<file path="config.mk">
export PLATFORM = sky130hd
export DESIGN_NAME = hazard_stall_ctrl
export DESIGN_NICKNAME = d
export VERILOG_FILES = /design/src/rtl/hazard_stall_ctrl.sv
export SDC_FILE = /design/constraint.sdc
export NUM_CORES = 1
export LEC_CHECK = 0
export ABC_CLOCK_PERIOD_IN_PS = 4000
export CAP_MARGIN = 20
export CORE_MARGIN = 1
export CORE_UTILIZATION = 38
export CTS_CLUSTER_SIZE = 40
export DETAILED_ROUTE_END_ITERATION = 8
export GPL_TIMING_DRIVEN = 0
export PLACE_DENSITY = 0.73
export SLEW_MARGIN = 20
export SYNTH_ARGS = -nofsm -noshare
export SYNTH_HDL_FRONTEND = slang
export SYNTH_SLANG_ARGS = --single-unit
</file>
<file path="constraint.sdc">
create_clock -name clk -period 4 [get_ports clk]
set_input_delay 0.6 -clock clk [delete_from_list [all_inputs] [get_ports clk]]
set_output_delay 0.6 -clock clk [all_outputs]
set_load 0.01 [all_outputs]
</file>
<file path="src/rtl/hazard_stall_ctrl.sv">
// hazard_stall_ctrl
//   Pipeline hazard/stall sequencer for the 5-stage core. It sits beside the forwarding unit
//   and handles the cases that forwarding cannot cover:
//   - load-use hazards get one bubble in ID/EX while PC and IF/ID hold;
//   - a taken branch squashes IF/ID and bubbles ID/EX;
//   - a data-memory access that is not ready freezes the pipe. Too long a freeze raises a
//     sticky mem_err and parks the core;
//   - a retired hlt parks the core in HALT until reset.
//   Control outputs are combinational from the state and the inputs (zero latency). They are
//   forced low while rst_n is low.
//
// Ports
//   clk, rst_n                      rising-edge clock, asynchronous active-low reset
//   p0_addr_ID/p1_addr_ID           source register addresses of the instruction in ID
//   re_p0_ID/re_p1_ID               instruction in ID actually reads that source
//   dst_addr_EX, re_mem_EX          destination of the instruction in EX, EX holds a load
//   branch_taken_EX                 branch/jump resolved taken in EX
//   mem_acc_MEM, mem_ready          MEM accesses data memory, memory completes this cycle
//   hlt_WB                          hlt instruction in WB
//   stall_PC .. flush_IF_ID         pipeline register hold/bubble/flush controls
//   halted                          core is in HALT
//   mem_err                         sticky memory-timeout flag
//   stall_cycles                    saturating count of cycles with stall_PC high

module hazard_stall_ctrl #(
    parameter int unsigned MEM_TIMEOUT = 15,
    parameter int unsigned CNT_W       = 16
) (
    input  logic             clk,
    input  logic             rst_n,
    input  logic [3:0]       p0_addr_ID,
    input  logic [3:0]       p1_addr_ID,
    input  logic             re_p0_ID,
    input  logic             re_p1_ID,
    input  logic [3:0]       dst_addr_EX,
    input  logic             re_mem_EX,
    input  logic             branch_taken_EX,
    input  logic             mem_acc_MEM,
    input  logic             mem_ready,
    input  logic             hlt_WB,
    output logic             stall_PC,
    output logic             stall_IF_ID,
    output logic             bubble_ID_EX,
    output logic             stall_ID_EX,
    output logic             stall_EX_MEM,
    output logic             bubble_MEM_WB,
    output logic             flush_IF_ID,
    output logic             halted,
    output logic             mem_err,
    output logic [CNT_W-1:0] stall_cycles
);

    localparam int unsigned   WaitW      = $clog2(MEM_TIMEOUT + 1);
    localparam logic [WaitW-1:0] TimeoutVal = WaitW'(MEM_TIMEOUT);

    typedef enum logic [1:0] {
        StRun,
        StMemWait,
        StHalt
    } state_e;

    state_e           state_q, state_d;
    logic [WaitW-1:0] wait_cnt_q, wait_cnt_d;
    logic [WaitW-1:0] wait_inc;
    logic             mem_err_q, mem_err_d;
    logic [CNT_W-1:0] stall_cycles_q, stall_cycles_d;

    logic lu;
    logic ms;
    logic p0_hit;
    logic p1_hit;

    // Raw controls before reset gating.
    logic pc_hold;
    logic if_id_hold;
    logic id_ex_bubble;
    logic id_ex_hold;
    logic ex_mem_hold;
    logic mem_wb_bubble;
    logic if_id_flush;
    logic halt_flag;

    // R0 is hardwired, so a load targeting it never creates a dependency.
    assign p0_hit = re_p0_ID && (p0_addr_ID == dst_addr_EX);
    assign p1_hit = re_p1_ID && (p1_addr_ID == dst_addr_EX);
    assign lu     = re_mem_EX && (dst_addr_EX != 4'd0) && (p0_hit || p1_hit);
    assign ms     = mem_acc_MEM && !mem_ready;

    always_comb begin
        state_d       = state_q;
        wait_cnt_d    = wait_cnt_q;
        mem_err_d     = mem_err_q;
        pc_hold       = 1'b0;
        if_id_hold    = 1'b0;
        id_ex_bubble  = 1'b0;
        id_ex_hold    = 1'b0;
        ex_mem_hold   = 1'b0;
        mem_wb_bubble = 1'b0;
        if_id_flush   = 1'b0;
        halt_flag     = 1'b0;

        // Count of consecutive frozen cycles including the current one.
        wait_inc = (state_q == StRun) ? WaitW'(1) : wait_cnt_q + WaitW'(1);

        unique case (state_q)
            StRun, StMemWait: begin
                if (ms) begin
                    // Full freeze; branch, LU and hlt stay put in their stages and are
                    // re-evaluated once memory releases the pipe.
                    pc_hold       = 1'b1;
                    if_id_hold    = 1'b1;
                    id_ex_hold    = 1'b1;
                    ex_mem_hold   = 1'b1;
                    mem_wb_bubble = 1'b1;
                    if (wait_inc == TimeoutVal) begin
                        state_d    = StHalt;
                        mem_err_d  = 1'b1;
                        wait_cnt_d = '0;
                    end else begin
                        state_d    = StMemWait;
                        wait_cnt_d = wait_inc;
                    end
                end else begin
                    state_d    = StRun;
                    wait_cnt_d = '0;
                    if (branch_taken_EX) begin
                        // The ID instruction is wrong-path, so any LU on it is moot.
                        if_id_flush  = 1'b1;
                        id_ex_bubble = 1'b1;
                    end else if (lu) begin
                        pc_hold      = 1'b1;
                        if_id_hold   = 1'b1;
                        id_ex_bubble = 1'b1;
                    end
                    // hlt has already retired, so it is honoured even beside a flush/bubble.
                    if (hlt_WB) begin
                        state_d = StHalt;
                    end
                end
            end
            StHalt: begin
                pc_hold       = 1'b1;
                if_id_hold    = 1'b1;
                id_ex_hold    = 1'b1;
                ex_mem_hold   = 1'b1;
                mem_wb_bubble = 1'b1;
                halt_flag     = 1'b1;
            end
            default: begin
                state_d    = StRun;
                wait_cnt_d = '0;
            end
        endcase
    end

    always_comb begin
        stall_cycles_d = stall_cycles_q;
        if (pc_hold && (stall_cycles_q != {CNT_W{1'b1}})) begin
            stall_cycles_d = stall_cycles_q + CNT_W'(1);
        end
    end

    always_ff @(posedge clk or negedge rst_n) begin
        if (!rst_n) begin
            state_q        <= StRun;
            wait_cnt_q     <= '0;
            mem_err_q      <= 1'b0;
            stall_cycles_q <= '0;
        end else begin
            state_q        <= state_d;
            wait_cnt_q     <= wait_cnt_d;
            mem_err_q      <= mem_err_d;
            stall_cycles_q <= stall_cycles_d;
        end
    end

    // Gate with rst_n so the pipe sees no control while reset is held, regardless of inputs.
    assign stall_PC      = pc_hold && rst_n;
    assign stall_IF_ID   = if_id_hold && rst_n;
    assign bubble_ID_EX  = id_ex_bubble && rst_n;
    assign stall_ID_EX   = id_ex_hold && rst_n;
    assign stall_EX_MEM  = ex_mem_hold && rst_n;
    assign bubble_MEM_WB = mem_wb_bubble && rst_n;
    assign flush_IF_ID   = if_id_flush && rst_n;
    assign halted        = halt_flag && rst_n;
    assign mem_err       = mem_err_q;
    assign stall_cycles  = stall_cycles_q;

endmodule

</file>
==> out/results.txt, run 1 <==
FP Rows -> 22
Synth warn -> 0
Max Clk Rate -> 285 MHz
Buffers on Ports -> 45
PwrDens -> 464 nW/µm²
Leakage -> 0.830 nW
Post-detail-place hpwl -> 2540 µm
Layout cell share with drive strength beyond 1 -> 16.6%
Synthesized area per cell -> 10.8 µm²
CP Class -> in2out
Critical Path End Type -> output port
Post-CTS setup buffer count -> 0
Reg clk slew, reported paths -> 0.08 ns
Worst Path Arrival -> 2.91 ns
Reg2reg start -> stall_cycles[0]
EDFF count, synth -> 0
Via count -> 1204
Ys async rst share -> 100%
Ant diodes -> 0
Setup violators final -> 0
Fin. max-slew vios -> 0
Height of the chip -> 64.6 µm
Fin. Hold Viols -> 0
Status -> finished, final reports clean
CTS root buf -> clkbuf_8
Synthesized instance count -> 138
Global placer's final weighted congestion -> 0.781
Number of detailed-route iterations in the first pass -> 4
Max cap viols -> 0
Iteration-0 DRC Markers -> 37
Vias in the first global route -> 1240
WL/cell -> 13.9 µm
Layout area overhead -> 36.9%
GRT Overall Usage -> 17.1%
Clock Latency Late Sink -> 0.26 ns
Slew HR -> 60.7%
Setup TNS -> 0 ns
Reg-to-reg endpoint -> stall_cycles[1]
Count of distinct cell types in the synthesized netlist -> 41
FF-to-FF path depth -> 7
Synth Net Count -> 161
PostCTS Resize Cnt -> 0
Slowest CP cell -> clkdlybuf4s50_1
Setup slack, reg-to-reg -> 1.84 ns
CORE AREA -> 3720 µm²
Die Width -> 64.6 µm
H-tree Lvls -> 1
Ys flop type -> dfrtp_1
Min-delay worst type -> in2async
Crit path launch -> dst_addr_EX[0]
Crit Path Max Fanout -> 10
Worst-Margin Slew -> 0.589 ns
DR vias/cell -> 5.12
Most common cell after layout, fill and taps aside -> clkdlybuf4s50_1
DIE AREA -> 4180 µm²
Fin crit share -> 87.7%
Crit-path most repeated cell -> clkdlybuf4s50_1
Clock Skew -> 0.00223 ns
Nature of the critical path startpoint -> input pin
# hold bufs at CTS -> 0
CTS sink count -> 23
Cell Area, Placed -> 2000 µm²
Max incr delay on CP -> 0.55 ns
Most frequent cells in the layout -> 44 x clkdlybuf4s50_1, 23 x dfrtp_1, 20 x xor2_1, 12 x nand3_1, 10 x nand2_1
Cells along the critical path -> clkdlybuf4s50_1, o41a_1, nand3_1, nor4_4, o21bai_2, buf_6, a21oi_1, buf_4, clkdlybuf4s50_1
Initial antenna violation count -> 0
Gr ovfl total -> 0
Clock Tree Buf Depth -> 2
Design Area, Final -> 2040 µm²
Drt drc -> 0
Cts bufs inserted -> 3
Max IR drop VDD -> 0.210 mV
Crit path to -> stall_PC
DRT Wirelength -> 3260 µm
Core Util, Final -> 54.9%
CTS tree -> yes
RSZ-0062 raised after global routing -> false
Sequential area share after synthesis -> 38.6%
Top Ports -> 46
Cell Area, Synth -> 1490 µm²
Final nets -> 211
Minimum clock period -> 3.51 ns
Global-route wire length before repair -> 5720 µm
Worst EP required -> 3.40 ns
Post-route ant nets -> 0
Starting Density -> 40.1%
Yosys reg bits -> 23
Largest net degree at the start of global routing -> 28
## worst min-delay path by stage
stage          depth (start not counted)         end     from
2_1_floorplan                          0     mem_err    rst_n
5_1_grt                                1  state_q[0]    rst_n
3_3_place_gp                           1     mem_err  mem_err
6_report                               1  state_q[0]    rst_n
3_5_place_dp                           1     mem_err  mem_err
4_1_cts                                1  state_q[0]    rst_n
## critical path: cells and delay by family
family                 cells  cell delay, ns
AO/OA/AOI/OAI              3            0.55
buffers and inverters      4            1.39
AND/OR/NAND/NOR            2            0.37
## kinds of logic after synthesis
| logic type | count (synthesis) | share of synthesized area (%) |
|---|---|---|
| DFF | 23 | 38.6 |
| and+or+nand+nor | 52 | 22.6 |
| buffers and inverters | 10 | 4.37 |
| muxes | 1 | 0.756 |
| xor gates and xnor gates | 24 | 14.1 |
| AOI/OAI and AO/OA | 26 | 17.9 |
| adders and majority gates | 2 | 1.68 |
## registers in the layout, summed over array words and instances, names as in the netlist
name,cells
stall_cycles,16
mem_err,1
wait_cnt_q,4
state_q,2
## layer usage
metal  vias to the layer above  routed length (µm)  global-route usage [%]
met4                         0                   0                    1.67
met5                         -                   0                       0
li1                        593                   -                       -
met3                         0                 159                    3.17
met2                        34                1640                    30.8
met1                       577                1460                    22.0
## per-stage QoR
stage	hold WS [ns]	total power [mW]	worst slack (ns)	std cells
after global routing	0.379	1.02	0.319	235
after detailed placement	0.460	0.810	0.467	231
after global placement	0.455	0.799	0.449	231
after floorplan	0.304	0.603	1.51	138
final	0.329	0.948	0.491	235
after CTS	0.348	0.953	0.459	235
## power breakdown
part,internal [mW],total [mW],switching (mW)
Clock,0.0710,0.146,0.0751
Combinational,0.226,0.423,0.197
Sequential,0.293,0.379,0.0855
Total,0.590,0.948,0.358
## final cells by class
class / count / area (µm²)
sequential: 23 / 576
multi-input combinational: 105 / 850
timing repair buffer: 45 / 445
clock buffer: 4 / 45.0
tap: 48 / 60.1
inverter: 2 / 7.51
fill: 341 / 1680
buffer: 8 / 57.6
## synth_stat cells (2+ instances only)
library cell	n	area, µm²
a211oi_2	7	87.6
a21oi_1	6	30.0
a22o_1	2	17.5
and3_1	4	25.0
buf_4	3	22.5
buf_6	2	22.5
dfrtp_1	23	576
ha_1	2	25.0
inv_1	2	7.51
nand2_1	10	37.5
nand3_1	12	60.1
nor2_1	6	22.5
nor2b_1	4	25.0
nor3_2	3	30.0
nor4_2	2	25.0
nor4_4	2	42.5
o21ai_0	2	10.0
xnor2_1	4	35.0
xor2_1	20	175
(Power assumes the default switching activity.)
==> run 2, diff against run 1 <==
- ABC_CLOCK_PERIOD_IN_PS: 4000 -> 3000
- PLACE_DENSITY: 0.73 -> 0.76
- clock period: 4 -> 3 ns (I/O delays scaled with it)
==> run 2 against run 1 <==
Critical path depth fell by 2. Register-to-register slack got worse by 0.97 ns. Routed wire length rose by 2.2%. Die area unchanged. Clock power increased by 33%. Highest routed layer is now met4.
==> out/results.txt, run 2 (synthesis gave the netlist of run 1 again) <==
WL/cell -> 13.8 µm
Setup WS pre-CTS -> -0.237 ns
Post-route ant nets -> 0
Fin crit share -> 94.2%
Worst setup margin -> 0.174 ns
Reg clk slew, reported paths -> 0.08 ns
CORE AREA -> 3720 µm²
Post-detail-place hpwl -> 2620 µm
Minimum clock period -> 2.83 ns
CTS root buf -> clkbuf_8
Vias in the first global route -> 1252
FP Rows -> 22
Clock Tree Buf Depth -> 2
PwrDens -> 603 nW/µm²
CTS sink count -> 23
Pwr Total -> 1.27 mW
Gr ovfl total -> 0
FF-to-FF path depth -> 7
Global-route wire length before repair -> 5690 µm
Crit path launch -> mem_ready
Drt drc -> 0
Height of the chip -> 64.6 µm
Ant diodes -> 0
H-tree Lvls -> 1
Cts bufs inserted -> 3
Setup TNS -> 0 ns
DR vias/cell -> 5.13
Clock Latency Late Sink -> 0.26 ns
Most common cell after layout, fill and taps aside -> clkdlybuf4s50_1
Crit Path Max Fanout -> 18
Design Area, Final -> 2110 µm²
Die Width -> 64.6 µm
Critical Path Stages -> 7
CTS tree -> yes
Max cap viols -> 0
Reg2reg start -> stall_cycles[0]
RSZ-0062 raised after global routing -> false
Worst Path Arrival -> 2.38 ns
Setup slack, reg-to-reg -> 0.87 ns
Largest net degree at the start of global routing -> 28
DRT Wirelength -> 3340 µm
Max reg flops -> 16
DIE AREA -> 4180 µm²
Number of detailed-route iterations in the first pass -> 4
Worst EP required -> 2.55 ns
Crit-path leading delay family -> buffers and inverters
GRT Overall Usage -> 17.5%
Via count -> 1237
Max incr delay on CP -> 0.53 ns
Most frequent cells in the layout -> 38 x clkdlybuf4s50_1, 23 x dfrtp_1, 20 x xor2_1, 11 x nand3_1
Initial antenna violation count -> 0
Fin. Hold Viols -> 0
Fin. max-slew vios -> 0
Status -> finished, final reports clean
Max IR drop VDD -> 0.331 mV
Layout cell share with drive strength beyond 1 -> 20.7%
Crit-path most repeated cell -> clkdlybuf4s50_1
Slew HR -> 62.6%
Top Ports -> 46
CP Class -> in2out
Setup violators final -> 0
Nature of the critical path startpoint -> input pin
Iteration-0 DRC Markers -> 75
Cell Area, Placed -> 2000 µm²
Global placer's final weighted congestion -> 0.775
Final nets -> 217
Max Clk Rate -> 354 MHz
Clock Skew -> 0.00236 ns
Buffers plus inverters on the worst setup path -> 4
Min-delay worst type -> in2async
Slowest CP cell -> clkdlybuf4s50_1
Starting Density -> 40.1%
Leakage -> 0.905 nW
Critical Path End Type -> output port
Hold slack final -> 0.169 ns
Buffers on Ports -> 45
Layout area overhead -> 41.5%
Worst-Margin Slew -> 0.561 ns
Cells along the critical path -> clkdlybuf4s50_1, nand2b_1, nor2b_1, clkbuf_4, nor2_1, buf_4, clkdlybuf4s50_1
## run 2: worst paths after layout
kind | endpoint
worst min register to register | mem_err
max in group asynchronous | stall_cycles[4]
worst max register to register | stall_cycles[1]
worst max-delay path | stall_EX_MEM
min in group clk | mem_err
worst min-delay path | wait_cnt_q[0]
## run 2: timing repair
item | CTS | global route
setup endpoints to repair | 7 | 4
pin swaps | 1 | 4
hold buffers | 0 | 0
setup buffers | 1 | 6
gates resized for setup | 3 | 6
## run 2: power by group
part | switching (mW) | internal, mW
sequential | 0.117 | 0.391
combinational | 0.268 | 0.300
clock | 0.0990 | 0.0948
## run 2: cell type report
type | count | area, µm²
Multi-Input combinational cell | 105 | 858
Clock buffer | 4 | 45.0
Timing Repair Buffer | 52 | 505
Buffer | 7 | 56.3
Inverter | 2 | 7.51
Tap cell | 48 | 60.1
Sequential cell | 23 | 576
Fill cell | 338 | 1610
## run 2: layer usage
layer	track usage, %	part of all wire, %
met1	20.9	41
met2	31.2	52
met3	3.87	6.2
met4	5.00	0.45
met5	0	0
## run 2: through the flow
step | cells | utilization, %
after floorplan | 138 | -
after global placement | 231 | 53.8
after detailed placement | 231 | 53.7
after CTS | 235 | 55.1
after global routing | 241 | 56.7
final | 241 | 56.7
==> RTL change 1 (config.mk and constraints of run 1) <==
Re-encode `state_e` (3 states) as one-hot, 3 bits wide.
--- a/src/rtl/hazard_stall_ctrl.sv
+++ b/src/rtl/hazard_stall_ctrl.sv
@@ -55,6 +55,6 @@
 
-    typedef enum logic [1:0] {
-        StRun,
-        StMemWait,
-        StHalt
+    typedef enum logic [2:0] {
+        StRun     = 3'b001,
+        StMemWait = 3'b010,
+        StHalt    = 3'b100
     } state_e;
Check against the original RTL: no difference found for any inputs over 10 cycles, from zero or initial values and one cycle with rst_n low; not proved beyond that.
==> RTL change 1 against run 1 <==
Sequential share of layout area up 0.46 points. Wire length up 5.8%. Cell area up 2.9%. Sequential cell count up 1. Area after synthesis up 3.3%. Worst setup slack worse by 0.26 ns. Total power down 7.2%. Combinational power down 11%. Critical path type unchanged. Critical endpoint unchanged. Largest power group unchanged. Highest routed layer is now met4.
==> RTL change 1: results (changes against run 1) <==
detailed placement HPWL=2.62 mm (was 2.54 mm); CTS Buffer Depth=2 (unchanged); Hold Path Class=primary input to asynchronous set/reset pin (unchanged); outcome=complete, no violations (unchanged); Post-CTS Repair Setup Buffers=0 (unchanged); root buffer cell=clkbuf_8 (unchanged); top post-synthesis cells by count=dfrtp_1, xor2_1, nand2_1 (was dfrtp_1, xor2_1, nand3_1); pin count of the biggest net entering global routing=29 (was 28); first-pass GRT wire length=5.71 mm (was 5.72 mm); Final Hold Vio Count=0 (unchanged); WL/cell=14.2 um (was 13.9 um); maximum vdd ir drop=262 uV (was 210 uV); Worst Path Arrival=3.17 ns (was 2.91 ns); worst-path maximum fanout=10 (unchanged); synth top area cells=dfrtp_1, xor2_1, a211oi_2 (unchanged); gpl congestion=0.824 (was 0.781); ANT cells=0 (unchanged); FF-to-FF setup slack=1.96 ns (was 1.84 ns); RR Startpoint=state_q[0] (was stall_cycles[0]); CTS Buf Count=3 (unchanged); leading area contributor after synthesis=dfrtp_1 (unchanged); R2R cell count=6 (was 7); sequential area share after synthesis=0.391 (was 0.386); worst r2r dst=stall_cycles[1] (unchanged); violation count after the first detailed-route iteration=24 (was 37); Psw=331 uW (was 358 uW); DRT Pass-1 Iters=4 (unchanged); Worst-path clk slew=0.09 ns; initial antenna violation count=0 (unchanged); share of layout cells above drive strength 1=0.169 (was 0.166); distinct cell type count after synthesis=40 (was 41); DR vias=1,287 (was 1,204); Nets=219 (was 211); Leakage=0.000907 uW (was 0.000830 uW); H-tree levels=1 (unchanged); MaxCap Viol Count=0 (unchanged); fill cell total of the finished layout=313 (was 341); synth warn=0 (unchanged); Worst Skew=0.00440 ns (was 0.00223 ns); post-synth net total=169 (was 161); Slew headroom=0.601 (was 0.607); PortBufs=45 (unchanged); max reg flops=16 (unchanged); PostCTS Resize Cnt=0 (unchanged); worst slack, placed=0.247 ns (was 0.467 ns); async set-reset flop share out of synthesis=1.00 (unchanged); Hold WS=0.328 ns (was 0.329 ns); GRT Total Usage=0.171 (about the same); worst-skew pair later-pin latency=0.27 ns
RTL change 1: cell types whose count changed after synthesis, moves of 3 or more:
cell / change
inv_1: +5
nand2b_1: +4
a2111oi_2: +3
nor2_1: -3
nor3_2: -3
RTL change 1: worst max path at each step:
| stage | slack [ns] | cells after the start | endpoint | start |
|---|---|---|---|---|
| floorplan | 1.42 | 7 | stall_PC | dst_addr_EX[1] |
| global placement | 0.34 | 9 | stall_PC | dst_addr_EX[1] |
| detailed placement | 0.25 | 9 | stall_PC | dst_addr_EX[1] |
| CTS | 0.22 | 9 | stall_PC | dst_addr_EX[1] |
| global route | 0.06 | 10 | stall_PC | dst_addr_EX[2] |
| finish | 0.23 | 9 | stall_PC | dst_addr_EX[1] |
RTL change 1: power groups by stage:
stage	clock network [uW]	logic (uW)	registers [uW]
global route	182	407	340
floorplan	0	224	342
global placement	0	370	336
finish	168	377	335
detailed placement	0	378	339
CTS	174	380	334
RTL change 1: logic make-up after synthesis:
kind of cell    after synthesis  share of synthesized area
compound gates               36                      0.240
xor+xnor                     25                      0.142
fa+ha+maj                     2                     0.0163
buf+inv                      13                     0.0455
flops                        24                      0.391
mux                           1                    0.00732
simple gates                 45                      0.158
RTL change 1: critical path: stages:
cell and delay (ns):
clkdlybuf4s50_1 0.47, xor2_1 0.20, nor4_1 0.39, o21ai_2 0.26, buf_2 0.29, o21ai_1 0.16, o211a_1 0.18, buf_4 0.10
clkdlybuf4s50_1 0.52
RTL change 1: final cells by class:
class / count / area (um2) / area share
Sequential cell: 24 / 602 / 0.287
Timing Repair Buffer: 45 / 445 / 0.212
Multi-Input combinational cell: 109 / 867 / 0.413
Buffer: 6 / 43.8 / 0.0209
Clock buffer: 4 / 55.1 / 0.0262
Inverter: 7 / 26.3 / 0.0125
Tap cell: 48 / 60.1 / 0.0286
RTL change 1: stage by stage:
| stage | cells | instance area [um2] |
|---|---|---|
| after floorplan | 146 | 1540 |
| final | 243 | 2100 |
| after global routing | 243 | 2100 |
| after CTS | 243 | 2100 |
| after global placement | 239 | 2050 |
| after detailed placement | 239 | 2040 |
RTL change 1: metal layers:
layer / global-route usage / vias to the layer above / routed length (um)
met5: 0 / - / 0
met4: 0.0734 / 0 / 51
met3: 0.0208 / 5 / 166
met2: 0.300 / 40 / 1670
met1: 0.208 / 616 / 1560
li1: - / 626 / -
==> RTL change 2 (settings of run 1) <==
Without the edit above. The parameter `MEM_TIMEOUT` goes from 15 to 16.
--- a/src/rtl/hazard_stall_ctrl.sv
+++ b/src/rtl/hazard_stall_ctrl.sv
@@ -25,3 +25,3 @@
 module hazard_stall_ctrl #(
-    parameter int unsigned MEM_TIMEOUT = 15,
+    parameter int unsigned MEM_TIMEOUT = 16,
     parameter int unsigned CNT_W       = 16
Function: no difference found for any inputs over 10 cycles, from zero or initial values and one cycle with rst_n low; that may be too few to reach the edited logic, so the function may still have changed.
==> RTL change 2 against run 1 <==
Wire length shrank 4.7%. Total power is 2.3% lower. Area after synthesis shrank 2.2%. Clock power shrank 7%. Register-to-register slack gained 0.18 ns. Hold slack got worse by 0.0026 ns. Sequential cell count grew 1. Count of clock-buffer cells in the layout shrank 1. Worst setup slack better by 0.022 ns. Cell area shrank 1.8%. Non-clock buffer count shrank 2. Via count down 1.5%. Critical path type unchanged. Largest cell class unchanged. Largest power group unchanged.
==> RTL change 2: results (changes against run 1) <==
RR Startpoint=stall_cycles[0] (unchanged); first-pass GRT wire length=5.66 mm (was 5.72 mm); worst r2r dst=stall_cycles[11] (was stall_cycles[1]); post-synthesis mux area share=0.00773 (was 0.00756); worst-path maximum fanout=3 (was 10); GRT Total Usage=0.172 (was 0.171); P_clk=136 uW (was 146 uW); Worst Skew=0.00836 ns (was 0.00223 ns); Clk pwr share=0.147 (was 0.154); Leakage=0.000870 uW (was 0.000830 uW); Hold WS=0.326 ns (was 0.329 ns); top post-synthesis cells by count=dfrtp_1, xor2_1, nand2_1 (was dfrtp_1, xor2_1, nand3_1); sequential share of power=0.402 (was 0.400); Routed WL=3.11 mm (was 3.26 mm); outcome=complete, no violations (unchanged); area post-placement=1960 um2 (was 2000 um2); FF-to-FF setup slack=2.02 ns (was 1.84 ns); gpl congestion=0.775 (was 0.781); share of layout cells above drive strength 1=0.133 (was 0.166); Nets=206 (was 211); synthesized-area fraction occupied by xor and xnor cells=0.156 (was 0.141); Synth Area in Adders=0.0172 (was 0.0168); Post-Syn Area per Cell=11.0 um2 (was 10.8 um2); distinct cell type count after synthesis=35 (was 41); pin count of the biggest net entering global routing=29 (was 28); Final WS setup=0.514 ns (was 0.491 ns); fraction of the mapped netlist area in compound gates=0.0773 (was 0.179); Top FF cell, synth=dfrtp_1 (unchanged); synth top area cells=dfrtp_1, xor2_1, nor4_2 (was dfrtp_1, xor2_1, a211oi_2); Worst Tran Pin Value=0.576 ns (was 0.589 ns); vias in the first global route=1,228 (was 1,240); worst slack, placed=0.525 ns (was 0.467 ns); maximum vdd ir drop=310 uV (was 210 uV); crit path from=dst_addr_EX[1] (was dst_addr_EX[0]); sequential area share after synthesis=0.412 (was 0.386); violation count after the first detailed-route iteration=46 (was 37); Int Pwr=591 uW (was 590 uW); WL/cell=13.6 um (was 13.9 um)
[RTL change 2: cell type report]
type,count,area [um2]
fillers,329,1660
well taps,48,60.1
flip-flops and latches,24,601
inverters,1,3.75
plain buffers,6,56.3
clock buffers,3,41.3
multi-input cells,102,797
repair buffers,45,445
[RTL change 2: worst max-delay path: stages]
cell and delay (ns):
clkdlybuf4s50_1 0.54, o41a_1 0.20, nand3_1 0.10, nor4_2 0.38, o21bai_1 0.20, a21oi_1 0.21, buf_4 0.13, clkdlybuf4s50_1 0.52
[RTL change 2: routing by layer]
metal  vias up  part of all wire  global-route usage
li1        579                 -                   -
met1       579              0.45               0.219
met2        26              0.52               0.301
met3         2             0.032              0.0357
met4         0            0.0013              0.0284
met5         -                 0                   0
[RTL change 2: logic make-up (layout without fill, tap and decap cells)]
family	count (synthesis)	after routing
compound gates	14	14
fa+ha+maj	2	2
buf+inv	7	55
flops	24	24
simple gates	59	59
xor+xnor	26	26
mux	1	1
